**src/rtl/riscv_pkg.sv**
```systemverilog
// rtl/riscv_pkg.sv - shared memop, exception cause and M-stage FSM encodings
package riscv_pkg;

    typedef enum logic [3:0] {
        MEMOP_NONE = 4'd0,
        MEMOP_LB   = 4'd1,
        MEMOP_LH   = 4'd2,
        MEMOP_LW   = 4'd3,
        MEMOP_LBU  = 4'd4,
        MEMOP_LHU  = 4'd5,
        MEMOP_SB   = 4'd6,
        MEMOP_SH   = 4'd7,
        MEMOP_SW   = 4'd8
    } memop_e;

    typedef enum logic [1:0] {
        EXC_NONE     = 2'd0,
        EXC_MISALIGN = 2'd1,
        EXC_BUS_ERR  = 2'd2,
        EXC_TIMEOUT  = 2'd3
    } exc_cause_e;

    typedef enum logic [1:0] {
        ST_IDLE   = 2'd0,
        ST_HOLD   = 2'd1,
        ST_ACCESS = 2'd2
    } mem_state_e;

    function automatic logic is_load(input logic [3:0] op);
        return (op == MEMOP_LB) || (op == MEMOP_LH) || (op == MEMOP_LW) ||
               (op == MEMOP_LBU) || (op == MEMOP_LHU);
    endfunction

    function automatic logic is_store(input logic [3:0] op);
        return (op == MEMOP_SB) || (op == MEMOP_SH) || (op == MEMOP_SW);
    endfunction

    function automatic logic is_misaligned(input logic [3:0] op, input logic [1:0] lo);
        return (((op == MEMOP_LH) || (op == MEMOP_LHU) || (op == MEMOP_SH)) && lo[0]) ||
               (((op == MEMOP_LW) || (op == MEMOP_SW)) && (lo != 2'b00));
    endfunction

endpackage

```
**src/rtl/mem_align.sv**
```systemverilog
// rtl/mem_align.sv - load lane extraction/extension and store byte-enable/lane replication
module mem_align
    import riscv_pkg::*;
(
    input  logic [3:0]  memop,
    input  logic [1:0]  addr_lo,
    input  logic [31:0] rdata,
    input  logic [31:0] sdata,
    output logic [31:0] load_data,
    output logic [3:0]  be,
    output logic [31:0] store_data
);

    logic [1:0]  off;
    logic [31:0] shifted;

    always_comb begin
        // Low bits that would misalign a half/word are ignored, not trapped, here.
        off = addr_lo;
        if ((memop == MEMOP_LH) || (memop == MEMOP_LHU) || (memop == MEMOP_SH))
            off = {addr_lo[1], 1'b0};
        else if ((memop == MEMOP_LW) || (memop == MEMOP_SW))
            off = 2'b00;

        shifted    = rdata >> {off, 3'b000};
        load_data  = 32'd0;
        be         = 4'b0000;
        store_data = sdata;

        case (memop)
            MEMOP_LB:  load_data = {{24{shifted[7]}}, shifted[7:0]};
            MEMOP_LBU: load_data = {24'd0, shifted[7:0]};
            MEMOP_LH:  load_data = {{16{shifted[15]}}, shifted[15:0]};
            MEMOP_LHU: load_data = {16'd0, shifted[15:0]};
            MEMOP_LW:  load_data = rdata;
            MEMOP_SB: begin
                be         = 4'b0001 << off;
                store_data = {4{sdata[7:0]}};
            end
            MEMOP_SH: begin
                be         = 4'b0011 << off;
                store_data = {2{sdata[15:0]}};
            end
            MEMOP_SW:  be = 4'b1111;
            default: ;
        endcase
    end

endmodule

```
**src/rtl/mem_access.sv**
```systemverilog
// rtl/mem_access.sv - M/W pipeline stage with data-bus FSM; MEM_MISALIGN_CHECK_EN enables alignment traps
module mem_access
    import riscv_pkg::*;
#(
    parameter int TIMEOUT_CYCLES = 255
) (
    input  logic        clk,
    input  logic        rst,
    input  logic        ex_valid,
    output logic        ex_ready,
    input  logic [4:0]  ex_wd,
    input  logic        ex_wreg,
    input  logic [31:0] ex_wdata,
    input  logic [3:0]  ex_memop,
    input  logic [31:0] ex_sdata,
    output logic        dbus_req,
    output logic        dbus_we,
    output logic [31:0] dbus_addr,
    output logic [3:0]  dbus_be,
    output logic [31:0] dbus_wdata,
    input  logic        dbus_ack,
    input  logic [31:0] dbus_rdata,
    input  logic        dbus_err,
    output logic [4:0]  mem_wd,
    output logic        mem_wreg,
    output logic [31:0] mem_wdata,
    output logic        load_pending,
    output logic        wb_we,
    output logic [4:0]  wb_waddr,
    output logic [31:0] wb_wdata,
    output logic        exc_valid,
    output logic [1:0]  exc_cause,
    output logic [31:0] exc_addr
);

    localparam logic [7:0] TO_LAST = 8'(TIMEOUT_CYCLES - 1);

    mem_state_e  state_q, state_d;
    logic [4:0]  wd_q, wd_d;
    logic        wreg_q, wreg_d;
    logic [31:0] data_q, data_d;
    logic [3:0]  memop_q, memop_d;
    logic [31:0] sdata_q, sdata_d;
    logic [7:0]  cnt_q, cnt_d;
    logic        exc_valid_q, exc_valid_d;
    logic [1:0]  exc_cause_q, exc_cause_d;
    logic [31:0] exc_addr_q, exc_addr_d;
    logic        wb_we_q, wb_we_d;
    logic [4:0]  wb_waddr_q, wb_waddr_d;
    logic [31:0] wb_wdata_q, wb_wdata_d;

    logic [31:0] load_data, store_data;
    logic [3:0]  be;
    logic        in_access, in_hold;

    mem_align u_align (
        .memop      (memop_q),
        .addr_lo    (data_q[1:0]),
        .rdata      (dbus_rdata),
        .sdata      (sdata_q),
        .load_data  (load_data),
        .be         (be),
        .store_data (store_data)
    );

    assign in_access    = (state_q == ST_ACCESS);
    assign in_hold      = (state_q == ST_HOLD);
    assign ex_ready     = !in_access;
    assign dbus_req     = in_access && !rst;
    assign dbus_we      = in_access && is_store(memop_q);
    assign dbus_addr    = in_access ? {data_q[31:2], 2'b00} : 32'd0;
    assign dbus_be      = in_access ? be : 4'b0000;
    assign dbus_wdata   = in_access ? store_data : 32'd0;
    assign mem_wd       = in_hold ? wd_q : 5'd0;
    assign mem_wreg     = in_hold && wreg_q;
    assign mem_wdata    = in_hold ? data_q : 32'd0;
    assign load_pending = in_access && is_load(memop_q) && wreg_q;
    assign wb_we        = wb_we_q;
    assign wb_waddr     = wb_waddr_q;
    assign wb_wdata     = wb_wdata_q;
    assign exc_valid    = exc_valid_q;
    assign exc_cause    = exc_cause_q;
    assign exc_addr     = exc_addr_q;

    always_comb begin
        state_d     = state_q;
        wd_d        = wd_q;
        wreg_d      = wreg_q;
        data_d      = data_q;
        memop_d     = memop_q;
        sdata_d     = sdata_q;
        cnt_d       = cnt_q;
        exc_valid_d = 1'b0;
        exc_cause_d = EXC_NONE;
        exc_addr_d  = 32'd0;
        // W samples the HOLD slot every edge; mem_* are already zero outside HOLD.
        wb_we_d     = mem_wreg && (mem_wd != 5'd0);
        wb_waddr_d  = mem_wd;
        wb_wdata_d  = mem_wdata;

        if (in_access) begin
            cnt_d = cnt_q + 8'd1;
            if (dbus_ack) begin
                if (dbus_err) begin
                    state_d     = ST_IDLE;
                    exc_valid_d = 1'b1;
                    exc_cause_d = EXC_BUS_ERR;
                    exc_addr_d  = data_q;
                end else begin
                    state_d = ST_HOLD;
                    if (is_load(memop_q))
                        data_d = load_data;
                end
            end else if (cnt_q == TO_LAST) begin
                state_d     = ST_IDLE;
                exc_valid_d = 1'b1;
                exc_cause_d = EXC_TIMEOUT;
                exc_addr_d  = data_q;
            end
        end else begin
            state_d = ST_IDLE;
            if (ex_valid) begin
                wd_d    = ex_wd;
                wreg_d  = ex_wreg && !is_store(ex_memop);
                data_d  = ex_wdata;
                memop_d = ex_memop;
                sdata_d = ex_sdata;
                cnt_d   = 8'd0;
                state_d = (ex_memop == MEMOP_NONE) ? ST_HOLD : ST_ACCESS;
`ifdef MEM_MISALIGN_CHECK_EN
                if (is_misaligned(ex_memop, ex_wdata[1:0])) begin
                    state_d     = ST_IDLE;
                    exc_valid_d = 1'b1;
                    exc_cause_d = EXC_MISALIGN;
                    exc_addr_d  = ex_wdata;
                end
`endif
            end
        end
    end

    always_ff @(posedge clk or posedge rst) begin
        if (rst) begin
            state_q     <= ST_IDLE;
            wd_q        <= 5'd0;
            wreg_q      <= 1'b0;
            data_q      <= 32'd0;
            memop_q     <= 4'd0;
            sdata_q     <= 32'd0;
            cnt_q       <= 8'd0;
            exc_valid_q <= 1'b0;
            exc_cause_q <= 2'd0;
            exc_addr_q  <= 32'd0;
            wb_we_q     <= 1'b0;
            wb_waddr_q  <= 5'd0;
            wb_wdata_q  <= 32'd0;
        end else begin
            state_q     <= state_d;
            wd_q        <= wd_d;
            wreg_q      <= wreg_d;
            data_q      <= data_d;
            memop_q     <= memop_d;
            sdata_q     <= sdata_d;
            cnt_q       <= cnt_d;
            exc_valid_q <= exc_valid_d;
            exc_cause_q <= exc_cause_d;
            exc_addr_q  <= exc_addr_d;
            wb_we_q     <= wb_we_d;
            wb_waddr_q  <= wb_waddr_d;
            wb_wdata_q  <= wb_wdata_d;
        end
    end

endmodule

```
**config.mk**
```make
export PLATFORM = sky130hd
export DESIGN_NAME = mem_access
export DESIGN_NICKNAME = d
export VERILOG_FILES = /design/src/rtl/riscv_pkg.sv /design/src/rtl/mem_align.sv /design/src/rtl/mem_access.sv
export SDC_FILE = /design/constraint.sdc
export NUM_CORES = 1
export LEC_CHECK = 0
export BUFFER_PORTS_ARGS = -buffer_cell sky130_fd_sc_hd__clkbuf_2
export CORE_MARGIN = 4
export CORE_UTILIZATION = 40
export DETAILED_ROUTE_END_ITERATION = 12
export PLACE_DENSITY = 0.7
export SLEW_MARGIN = 20
export SYNTH_ARGS = -nofsm -noshare
export SYNTH_HDL_FRONTEND = slang
export SYNTH_SLANG_ARGS = --single-unit
```
**constraint.sdc**
```tcl
create_clock -name clk -period 5 [get_ports clk]
set_input_delay 0.25 -clock clk [delete_from_list [all_inputs] [get_ports clk]]
set_output_delay 0.25 -clock clk [all_outputs]
set_load 0.02 [all_outputs]
```
# --- After elaboration in Yosys (flattened, before gate mapping) ---
# Cells that the tools add are included.
totals:
  reg_bits: 157
  latch_bits: 0
  ramBits: 0
  mem_bits_ro: 0
  in_bits: 111
  output_inout_bits: 183
  wordCells: 97
  mem_count: 0
classes:
  n_addsub: 1
  multipliers: 0
  div_mod_pow: 0
  magnitude_cmp: 0
  n_eq_ne: 18
  n_shift: 3
  mux: 35
  bitwise: 1
  n_reduce_logical: 26
ops:
  columns: ["cell", "count"]
  rows:
  - ["32-bit 2-to-1 mux", 12]
  - ["32-bit one-hot mux with 5 select lines", 1]
  - ["32-bit one-hot mux with 2 select lines", 1]
  - ["32-bit by 5-bit >> shifter with 16-bit output", 1]
  - ["4-bit by 3-bit equality test with 1-bit output, second input constant", 6]
  - ["2-bit 2-to-1 mux", 11]
  - ["8-bit 2-to-1 mux", 2]
  - ["4-bit one-hot mux with 3 select lines", 1]
  - ["1-bit logical OR", 11]
  - ["8-bit by 1-bit adder with 8-bit output, second input constant", 1]
  - ["4-bit by 2-bit equality test with 1-bit output, second input constant", 2]
  - ["4-bit equality test, second input constant", 2]
  - ["8-bit equality test, second input constant", 1]
  - ["1-bit logical AND", 7]
  - ["1-bit 2-to-1 mux", 5]
  - ["5-bit 2-to-1 mux", 1]
  - ["5-bit nonzero test", 1]
  - ["4-bit by 1-bit equality test with 1-bit output, second input constant", 1]
  - ["4-bit logical NOT", 1]
  - ["4-bit 2-to-1 mux", 1]
  - ["2-bit != test, second input constant", 2]
  - ["4-bit AND reduction", 1]
  - ["1-bit by 2-bit left shift with 4-bit output, first input constant", 1]
  - ["2-bit by 2-bit left shift with 4-bit output, first input constant", 1]
  - ["8 further kinds", 10]

# --- Longest topological paths before layout ---
# Gate-level depths: netlist (run 1).
logic_depth:
  depth_word: 10
  mapped_depth: 9
  ltp_nobuf: 6

# --- Modules after synthesis ---
# Synthesis (run 1) repeated with hierarchy kept, for this count alone.
hier_totals:
  cells_unflattened: 689
  hier_area_um2: 7992.7
modules_own_cells:
  columns: ["mod", "instances", "cells_per_inst", "area_each_um2", "seq_area_each_um2"]
  rows:
  - ["mem_access", 1, 492, 6563.8, 3903.7]
  - ["mem_align", 1, 197, 1428.9, 0.0]

# --- Least setup slack after synthesis (run 1) ---
# Ideal clock, no wire load.
synth_path:
  path_type: "register -> output"
  startpoint: "register memop_q[1]"
  endpoint: "output dbus_be[3]"
  arrival_time_ns: 1.918
  slack_ns: 2.832
  stages_incl_launch_ff: 7
  n_path_buf: 3
  path_cell_list: "dfrtp_1 clkbuf_1 and3_1 clkbuf_1 buf_1 o211ai_1 a21oi_1"
synth_via:
  elab_chain_len: 7
  elab_cells_between_ends: 15
synth_rtl:
  columns: ["element", "line", "rtl"]
  rows:
  - ["start, declared", "mem_access.sv:42", "logic [3:0] memop_q, memop_d;"]
  - ["start signal, assigned", "mem_access.sv:162", "memop_q <= memop_d;"]
  - ["4-bit by 2-bit equality test with 1-bit output (tied with other cells)", "mem_align.sv:22", "else if ((memop == MEMOP_LW) || (memop == MEMOP_SW))"]
  - ["1-bit logical OR, on equally long branches", "mem_align.sv:22, mem_align.sv:20", null]
  - ["2-bit 2-to-1 mux / 1-bit logical OR (equally long branches)", "mem_align.sv:22, mem_align.sv:20", null]
  - ["2-bit 2-to-1 mux", "mem_align.sv:20", "if ((memop == MEMOP_LH) || (memop == MEMOP_LHU) || (memop == MEMOP_SH))"]
  - ["2-bit by 2-bit left shift with 4-bit output / 1-bit by 2-bit left shift with 4-bit output (equally long branches)", "mem_align.sv:41, mem_align.sv:37", null]
  - ["4-bit one-hot mux with 3 select lines *", "mem_align.sv:30", "case (memop)"]
  - ["4-bit 2-to-1 mux *", "mem_access.sv:72", "assign dbus_be = in_access ? be : 4'b0000;"]
  - ["end, declared", "mem_access.sv:19", "output logic [3:0] dbus_be,"]
# Every way passes the cells marked *; elsewhere a longest branch is shown, timed or not.

# --- Worst setup path after layout (run 1) ---
layout_path:
  startpoint: "register memop_q[0]"
  endpoint: "output dbus_be[1]"
# Same word-level chain as after synthesis.

==> flow_summary.json, run 1 <==
{
  "run_status": "completed",
  "max-vdd-ir-drop_v": 0.000243,
  "totalWireLength_um": 23900,
  "tritoncts": "done",
  "hp-class": "in2reg",
  "hpwl_um": 17500,
  "leakage_component_of_the_power_nw": 4.75,
  "grt_setup_unrepaired": "no",
  "fin_worst_hold_slack_ns": 0.0533,
  "fp.dieW_um": 143,
  "grt_total_ovfl": 0,
  "initial_core_util_pct": 41.3,
  "yosys_warnings": 0,
  "fin_worst_skew_ns": 0.00851,
  "core_util_final_pct": 53.8,
  "ys_types": 51,
  "synthCells": 665,
  "timing.final.ws_setup_ns": 1.51,
  "fp.dieArea_um2": 20300,
  "drt_iter0_drc": 453,
  "postSynth.topFlopCell": "dfrtp_1",
  "synth_async_sr_flop_share_pct": 100,
  "clock-root-buffer": "clkbuf_16",
  "startpoint_type": "flop",
  "p_per_area_nw_per_um2": 472,
  "drive_gt1_share_pct": 41.6,
  "synth.most_common_cell": "dfrtp_1",
  "mappedNetlistArea_um2": 7240,
  "cts_max_level": 4,
  "grt_pass1_wl_um": 36400,
  "insertion_delay_to_the_later_sink_of_the_worst_skew_pair_ns": 0.42,
  "grt_max_degree": 90,
  "grt.total_usage_pct": 23.1,
  "clkTransAtPathRegs_ns": 0.07,
  "total_power_mw": 4.46,
  "final_antenna_net_count": 0,
  "ys_seq_area_share_pct": 53.9,
  "cell_types_with_the_highest_counts_after_synthesis": "dfrtp_1 (156), and2_1 (109), a21oi_1 (62)",
  "routed_wire_length_per_instance_um": 20.5,
  "setup_viol": 0,
  "critical_path.max_fanout": 30,
  "drt_drc_violations_left": 0,
  "cell_taking_the_most_area_after_synthesis": "dfrtp_1",
  "antenna_found_initial": 1,
  "period_share_pct": 69.9,
  "post_route_setup_tns_ns": 0,
  "port-buffer-count": 291,
  "share_of_yosys_cell_area_claimed_by_the_top_area_cell_type_pct": 53.9,
  "critPathCaptureType": "output port",
  "cts_num_sinks": 156,
  "ys_top_cells_by_area": "dfrtp_1 (54%), and2_1 (9.4%), mux2_2 (7.6%)",
  "fin_nets": 1041,
  "core-area_um2": 17500,
  "cts-buffers-inserted": 17,
  "detail_route.first_pass.iterations": 5,
  "timing.critical_path.required_ns": 4.75,
  "floorplan.rows": 48,
  "synth-edff-count": 0,
  "tightestPinTransition_ns": 1.07,
  "flow.area_growth_from_synthesis_pct": 30.4,
  "cts_max_path_buffers": 2,
  "number_of_endpoints_with_negative_hold_slack_in_the_final_report": 0,
  "syn-mean-instance-area_um2": 10.9,
  "max_clock_freq_mhz": 286,
  "dieHeight_um": 143,
  "slew_headroom_pct": 28.9,
  "via_count_of_the_first_global_routing_pass": 6377,
  "ys_seq_elements": 156,
  "routed-via-count": 6399,
  "cts-resized-gates": 0,
  "gp_routability_congestion": 0.865,
  "minimum_period_implied_by_the_final_worst_setup_slack_ns": 3.49,
  "max_cap_violations": 0,
  "vias_per_cell": 5.48,
  "worst-endpoint-arrival_ns": 3.24,
  "final_number_of_max_transition_violations": 0,
  "critPathKind": "reg2out",
  "dpl_worst_slack_ns": 1.88,
  "pin_count": 294
}
[metrics by stage]
stage                     instances  cell area, µm²
after detailed placement       1133            8830
after CTS                      1166            9440
final                          1167            9440
after global routing           1167            9440
after floorplan                 666            7240
after global placement         1133            8830
[sequential cells by signal (all words and copies together) (netlist names)]
register and cells:
wb_waddr 5, data_q 32, memop_q 4, cnt_q 8, exc_addr 32, wb_wdata 32, exc_cause 2, wb_we 1
sdata_q 32, state_q 2, wd_q 5, wreg_q 1
[cells by family after synthesis]
logic type / share of synthesized area, %
buffers and inverters: 3.65
adders and majority gates: 0.346
xor gates and xnor gates: 0.121
and+or+nand+nor: 16.7
DFF: 53.9
muxes: 9.97
other: 0.0518
AOI/OAI and AO/OA: 15.3
[repair_timing]
| action | CTS | global route |
|---|---|---|
| hold buffers | 1 | 0 |
| endpoints found under the hold margin | 67 | 0 |
| buffers inserted | 0 | 0 |
[power breakdown]
part	total, mW	internal, mW	switching (mW)	leakage, nW
logic	1.36	0.545	0.819	2.45
clock network	1.32	0.761	0.555	0.291
registers	1.78	1.50	0.285	2.01
total	4.46	2.80	1.66	4.75
[layout by cell type (no fill, tap or decap), drive strengths merged, types with 17 or more instances in the layout]
master  netlist  routed
a21oi        62      62
a221oi       24      24
and2        109     109
clkbuf       39     309
dfrtp       156     156
mux2         49      49
mux2i        17      17
nand2        34      34
o21ai        33      33
o22ai        24      24
[worst paths after layout]
path / slack (ns) / cells after the start / end / startpoint
worst max-delay path: 1.51 / 6 / dbus_be[1] / memop_q[0]
worst min-delay path: 0.05 / 2 / sdata_q[28] / ex_sdata[28]
worst max register to register: 1.80 / 5 / data_q[11] / memop_q[0]
worst min register to register: 0.49 / 1 / cnt_q[7] / cnt_q[7]
max in group asynchronous: 3.48 / 4 / cnt_q[5] / rst
min in group asynchronous: 0.49 / 3 / sdata_q[18] / rst
[critical path: stages, from the launching register on]
cell	delay [ns]
dfrtp_1	1.00
nor4bb_4	0.41
buf_4	0.35
nand3b_1	0.49
o211ai_1	0.17
a21oi_1	0.20
clkbuf_2	0.21
[metal layers]
layer  track usage (%)  vias to the layer above  routed length (µm)
li1                  -                     2917                   -
met4              9.15                        0                 756
met2              38.1                      334               11600
met5                 0                        -                   0
met3              7.90                       42                2340
met1              28.0                     3106                9210
[layout make-up]
cell class / count / area, µm²
Tap cell: 225 / 282
Clock inverter: 14 / 160
Multi-Input combinational cell: 450 / 3120
Timing Repair Buffer: 299 / 1520
Inverter: 4 / 20.0
Sequential cell: 156 / 3900
Clock buffer: 18 / 439
Fill cell: 1607 / 8090
Antenna cell: 1 / 2.50
(Power assumes the default switching activity.)
==> inputs of run 2 (changes only) <==
Clock period 5 ns to 3.45 ns, I/O delays scaled along.
==> run 2 against run 1 <==
Routed wire length increased by 3.0%. Die area did not move. Via count is 3.2% higher. Sequential share of layout area down 1.9 points. Cell count increased by 3.9%. Critical path depth down 1. Worst hold slack worse by 0.033 ns. Register-to-register slack got worse by 1.0 ns. Clock skew increased by 0.0027 ns. Core utilization grew 2.5 points. Largest power group unchanged.
==> flow_summary.json, run 2 (synthesis gave the netlist of run 1 again) <==
{
  "run_status": "completed",
  "via_count_of_the_first_global_routing_pass": 6698,
  "fp.dieArea_um2": 20300,
  "worst_r2r_startpoint": "memop_q[1]",
  "minimum_period_implied_by_the_final_worst_setup_slack_ns": 3.05,
  "drt_drc_violations_left": 0,
  "hp-class": "in2reg",
  "grt_busiest_layer": "met2",
  "final_number_of_max_transition_violations": 0,
  "drt_iter0_drc": 488,
  "max-vdd-ir-drop_v": 0.000358,
  "worst-endpoint-arrival_ns": 2.88,
  "grtUsageMet3_pct": 5.34,
  "layout_commonest_cell": "clkbuf_2",
  "detail_route.first_pass.iterations": 8,
  "post_route_setup_tns_ns": 0,
  "number_of_endpoints_with_negative_hold_slack_in_the_final_report": 0,
  "cts-resized-gates": 0,
  "hpwl_um": 17500,
  "antenna_found_initial": 1,
  "critPathCaptureType": "output port",
  "fin_nets": 1086,
  "floorplan.rows": 48,
  "cts_num_sinks": 156,
  "grt.total_usage_pct": 24.2,
  "crit_slowest_cell": "or4b_1",
  "tritoncts": "done",
  "cts_max_level": 4,
  "fin_worst_hold_slack_ns": 0.0206,
  "most_used_cells_in_the_layout_excluding_fill_and_tap_cells": "clkbuf_2 (291), dfrtp_1 (156), and2_1 (109), a21oi_1 (62), mux2_2 (49)",
  "cts.hold.buffers_added": 39,
  "num-fill-cells": 1538,
  "total_power_mw": 6.56,
  "grt_setup_unrepaired": "no",
  "p_per_area_nw_per_um2": 663,
  "critical_path.max_stage_delay_ns": 0.74,
  "grt_total_ovfl": 0,
  "clock-root-buffer": "clkbuf_16",
  "routed-via-count": 6604,
  "leakage_component_of_the_power_nw": 4.95,
  "initial_core_util_pct": 41.3,
  "timing.critical_path.cells": "or4b_1, nand3b_1, o211ai_1, a21oi_1, clkbuf_2",
  "grt_pass1_wl_um": 38500,
  "startpoint_type": "flop",
  "routed_wire_length_per_instance_um": 20.3,
  "max_clock_freq_mhz": 328,
  "critical_path.max_fanout": 15,
  "setup.worst_path.start": "memop_q[1]",
  "globalRouteMet2Util_pct": 41.3,
  "worstHoldStart": "ex_sdata[14]",
  "dieHeight_um": 143,
  "drive_gt1_share_pct": 40.3,
  "critPathKind": "reg2out",
  "pin_count": 294,
  "tightestPinTransition_ns": 0.967,
  "worstPathBufferInverterCount": 1,
  "core-area_um2": 17500,
  "postCtsSetupBuffers": 0,
  "critical-path-top-delay-family": "simple AND/OR/NAND/NOR gates",
  "setup_viol": 0,
  "cts-buffers-inserted": 17,
  "max_cap_violations": 0,
  "cts_max_path_buffers": 2,
  "vias_per_cell": 5.45,
  "totalWireLength_um": 24600,
  "gp_routability_congestion": 0.845,
  "timing.critical_path.required_ns": 3.28,
  "port-buffer-count": 291,
  "final_antenna_net_count": 0,
  "use_met1_pct": 30.5,
  "insertion_delay_to_the_later_sink_of_the_worst_skew_pair_ns": 0.43,
  "slew_headroom_pct": 35.4,
  "flow.area_growth_from_synthesis_pct": 36.6,
  "grt_max_degree": 99,
  "period_share_pct": 88.4,
  "fp.dieW_um": 143,
  "clkTransAtPathRegs_ns": 0.06,
  "fin_worst_skew_ns": 0.0113
}
==> run 2: worst reg2reg max path, delay by kind of cell, from the launching register on <==
| family | cells | cell delay [ns] |
|---|---|---|
| AO/OA/AOI/OAI | 3 | 0.66 |
| AND/OR/NAND/NOR | 2 | 1.34 |
| flip-flops | 1 | 0.53 |
==> run 2: area by class of cell <==
class / instances / area, µm² / area share [%]
antenna: 1 / 2.50 / 0.0253
clock buffer: 17 / 425 / 4.30
clock inverter: 15 / 181 / 1.83
inverter: 4 / 18.8 / 0.190
multi-input combinational: 450 / 3110 / 31.5
sequential: 156 / 3900 / 39.5
tap: 225 / 282 / 2.85
timing repair buffer: 344 / 1960 / 19.9
==> run 2: path summary, 6_finish.rpt <==
| kind | end | slack [ns] | depth (start not counted) |
|---|---|---|---|
| max in group asynchronous | state_q[0] | 2.32 | 4 |
| setup reg to reg | data_q[30] | 0.77 | 5 |
| hold / removal | sdata_q[14] | 0.02 | 2 |
| hold reg to reg | cnt_q[7] | 0.48 | 1 |
| setup / recovery | dbus_be[1] | 0.40 | 5 |
| min in group asynchronous | exc_addr[29] | 0.44 | 4 |
==> run 2: metal layers <==
metal	share of wire [%]	up-vias
met5	0	-
met4	2.3	0
met3	8.5	35
met2	50	363
met1	39	3197
li1	-	3009
==> run 2: metrics by stage <==
stage | utilization, % | worst slack, ns | instance area [µm²] | cells
after CTS | 56.4 | 0.419 | 9890 | 1211
final | 56.4 | 0.399 | 9890 | 1212
after global placement | 50.7 | 0.903 | 8890 | 1140
after floorplan | - | 1.30 | 7250 | 666
after detailed placement | 50.7 | 0.796 | 8890 | 1140
after global routing | 56.4 | 0.248 | 9890 | 1212
==> run 2: where the power goes <==
group          switching (mW)  internal (mW)  leakage (nW)
combinational            1.24          0.832          2.64
sequential              0.375           2.17          2.01
clock                   0.845           1.09         0.295
==> inputs of run 3 (changes only) <==
Settings changed: CELL_PAD_IN_SITES_DETAIL_PLACEMENT set to 0, CELL_PAD_IN_SITES_GLOBAL_PLACEMENT set to 1, CORE_UTILIZATION 40 to 36, PLACE_DENSITY 0.7 to 0.81, RECOVER_POWER set to 50.
==> run 3 against run 2 <==
The flow now finishes with violations (capacitance limit, slew limit). First-iteration DRC count is 33% lower. Register-to-register slack got worse by 0.23 ns. Count of clock-buffer cells in the layout unchanged. Clock skew is 0.0041 ns lower. Highest routed layer unchanged.
==> flow_summary.json, run 3 (synthesis gave the netlist of run 1 again) <==
{
  "tritoncts": "done",
  "dieHeight_um": 150,
  "max_cap_violations": 3,
  "grt.total_usage_pct": 22.0,
  "reg2reg_depth": 5,
  "critical_path.max_stage_delay_ns": 0.84,
  "detail_route.first_pass.iterations": 5,
  "min_path_cells": 3,
  "fin_worst_hold_slack_ns": 0.0249,
  "fp.dieW_um": 150,
  "p_per_area_nw_per_um2": 677,
  "cts_num_sinks": 156,
  "power_frac_seq_pct": 37.5,
  "max-vdd-ir-drop_v": 0.000349,
  "run_status": "finished, violations left",
  "worstPathBufferInverterCount": 2,
  "clkTransAtPathRegs_ns": 0.07,
  "critical_path.max_fanout": 28,
  "totalWireLength_um": 24800,
  "regToRegEndpoint": "sdata_q[14]",
  "min_to": "data_q[15]",
  "port-buffer-count": 291,
  "floorplan.rows": 51,
  "swShare_pct": 36.7,
  "cts_max_path_buffers": 2,
  "timing.critical_path.cells": "nor2b_1, clkbuf_1, and2_1, clkbuf_2",
  "power.switching_mw": 2.45,
  "cts_max_level": 4,
  "critPathKind": "reg2out",
  "routed-via-count": 6508,
  "max_clock_freq_mhz": 324,
  "grt_pass1_wl_um": 37800,
  "hpwl_um": 17700,
  "setup_viol": 0,
  "timing.critical_path.required_ns": 3.28,
  "grt_setup_unrepaired": "no",
  "insertion_delay_to_the_later_sink_of_the_worst_skew_pair_ns": 0.42,
  "cts-buffers-inserted": 17,
  "cts-resized-gates": 0,
  "p_int_mw": 4.23,
  "critical-path-top-delay-family": "buffers and inverters",
  "pin_count": 294,
  "number_of_endpoints_with_negative_hold_slack_in_the_final_report": 0,
  "antenna_found_initial": 0,
  "clock-root-buffer": "clkbuf_16",
  "routed_wire_length_per_instance_um": 19.8,
  "drt_iter0_drc": 327,
  "gp_routability_congestion": 0.816,
  "critPathCaptureType": "output port",
  "fin_worst_skew_ns": 0.00716,
  "worst-r2r-setup-slack_ns": 0.54,
  "slew_headroom_pct": -63.1,
  "startpoint_type": "flop",
  "layout_commonest_cell": "clkbuf_2",
  "drt_drc_violations_left": 0,
  "grt_total_ovfl": 0,
  "fin_nets": 1087,
  "via_count_of_the_first_global_routing_pass": 6507,
  "clock_group_share_of_total_power_pct": 31.3,
  "power.combinational.fraction_pct": 31.3,
  "drive_gt1_share_pct": 32.4,
  "worstHoldStart": "ex_wdata[15]",
  "initial_core_util_pct": 36.8,
  "hp-class": "in2reg",
  "tightestPinTransition_ns": 2.45,
  "post_route_setup_tns_ns": 0,
  "antenna_diode_count": 0,
  "minimum_period_implied_by_the_final_worst_setup_slack_ns": 3.09,
  "worst_r2r_startpoint": "state_q[0]",
  "final_number_of_max_transition_violations": 157,
  "most_used_cells_in_the_layout_excluding_fill_and_tap_cells": "clkbuf_2 (219), dfrtp_1 (156), and2_1 (95), clkbuf_1 (75), a21oi_1 (62)",
  "setup.worst_path.start": "state_q[0]",
  "worst-endpoint-arrival_ns": 2.91,
  "flow.area_growth_from_synthesis_pct": 36.3,
  "vias_per_cell": 5.20,
  "crit_slowest_cell": "clkbuf_1",
  "final_antenna_net_count": 0,
  "leakage_component_of_the_power_nw": 4.69,
  "failed_checks": "capacitance limit, slew limit",
  "fp.dieArea_um2": 22400,
  "period_share_pct": 89.5,
  "core-area_um2": 19700,
  "grt_max_degree": 98
}
[run 3: stage by stage]
step,total power [mW],worst slack (ns),instances,cell area [µm²],utilization [%]
after floorplan,3.87,1.30,666,7250,-
after global routing,7.08,0.136,1252,9870,50.2
after detailed placement,4.60,0.803,1180,8940,45.5
after CTS,6.75,0.473,1252,9990,50.8
final,6.68,0.364,1252,9870,50.2
after global placement,4.58,0.870,1180,8940,45.5
[run 3: what timing repair did]
| action | CTS | global route |
|---|---|---|
| hold buffers | 40 | 0 |
| endpoints found under the hold margin | 136 | 0 |
| endpoints found under the setup margin | 0 | 0 |
| buffers inserted | 0 | 0 |
[run 3: layout make-up]
| cell class | count | area, µm² |
|---|---|---|
| clock buffer | 17 | 425 |
| inverter | 4 | 18.8 |
| tap | 265 | 332 |
| sequential | 156 | 3900 |
| multi-input combinational | 450 | 3110 |
| fill | 1917 | 9780 |
| clock inverter | 15 | 224 |
| timing repair buffer | 345 | 1860 |
[run 3: worst max-delay path by stage]
stage	endpoint	slack, ns	cells after the start
after global routing	mem_wdata[8]	0.14	4
after global placement	data_q[30]	0.87	5
after floorplan	cnt_q[0]	1.30	1
after detailed placement	data_q[25]	0.80	5
after CTS	dbus_be[1]	0.47	5
final	mem_wdata[8]	0.36	4
[run 3: layer usage]
metal  global-route usage, %  up-vias  part of all wire [%]
li1                        -     3026                     -
met1                    26.8     3119                    39
met2                    37.1      334                    50
met3                    7.24       29                   9.8
met4                    6.50        0                   2.1
met5                       0        -                     0
[run 3: power groups by stage]
stage,registers [mW],logic (mW),clock network [mW]
after floorplan,2.43,1.44,0
after global placement,2.53,2.05,0
after detailed placement,2.53,2.07,0
after CTS,2.50,2.11,2.13
after global routing,2.56,2.29,2.23
final,2.50,2.09,2.09
[run 3: worst register-to-register path, stage by stage (launching register included)]
cell     delay (ns)
dfrtp_1        0.42
nor2b_4        0.14
inv_2          0.06
nand2_1        1.05
buf_4          0.69
mux2_2         0.43
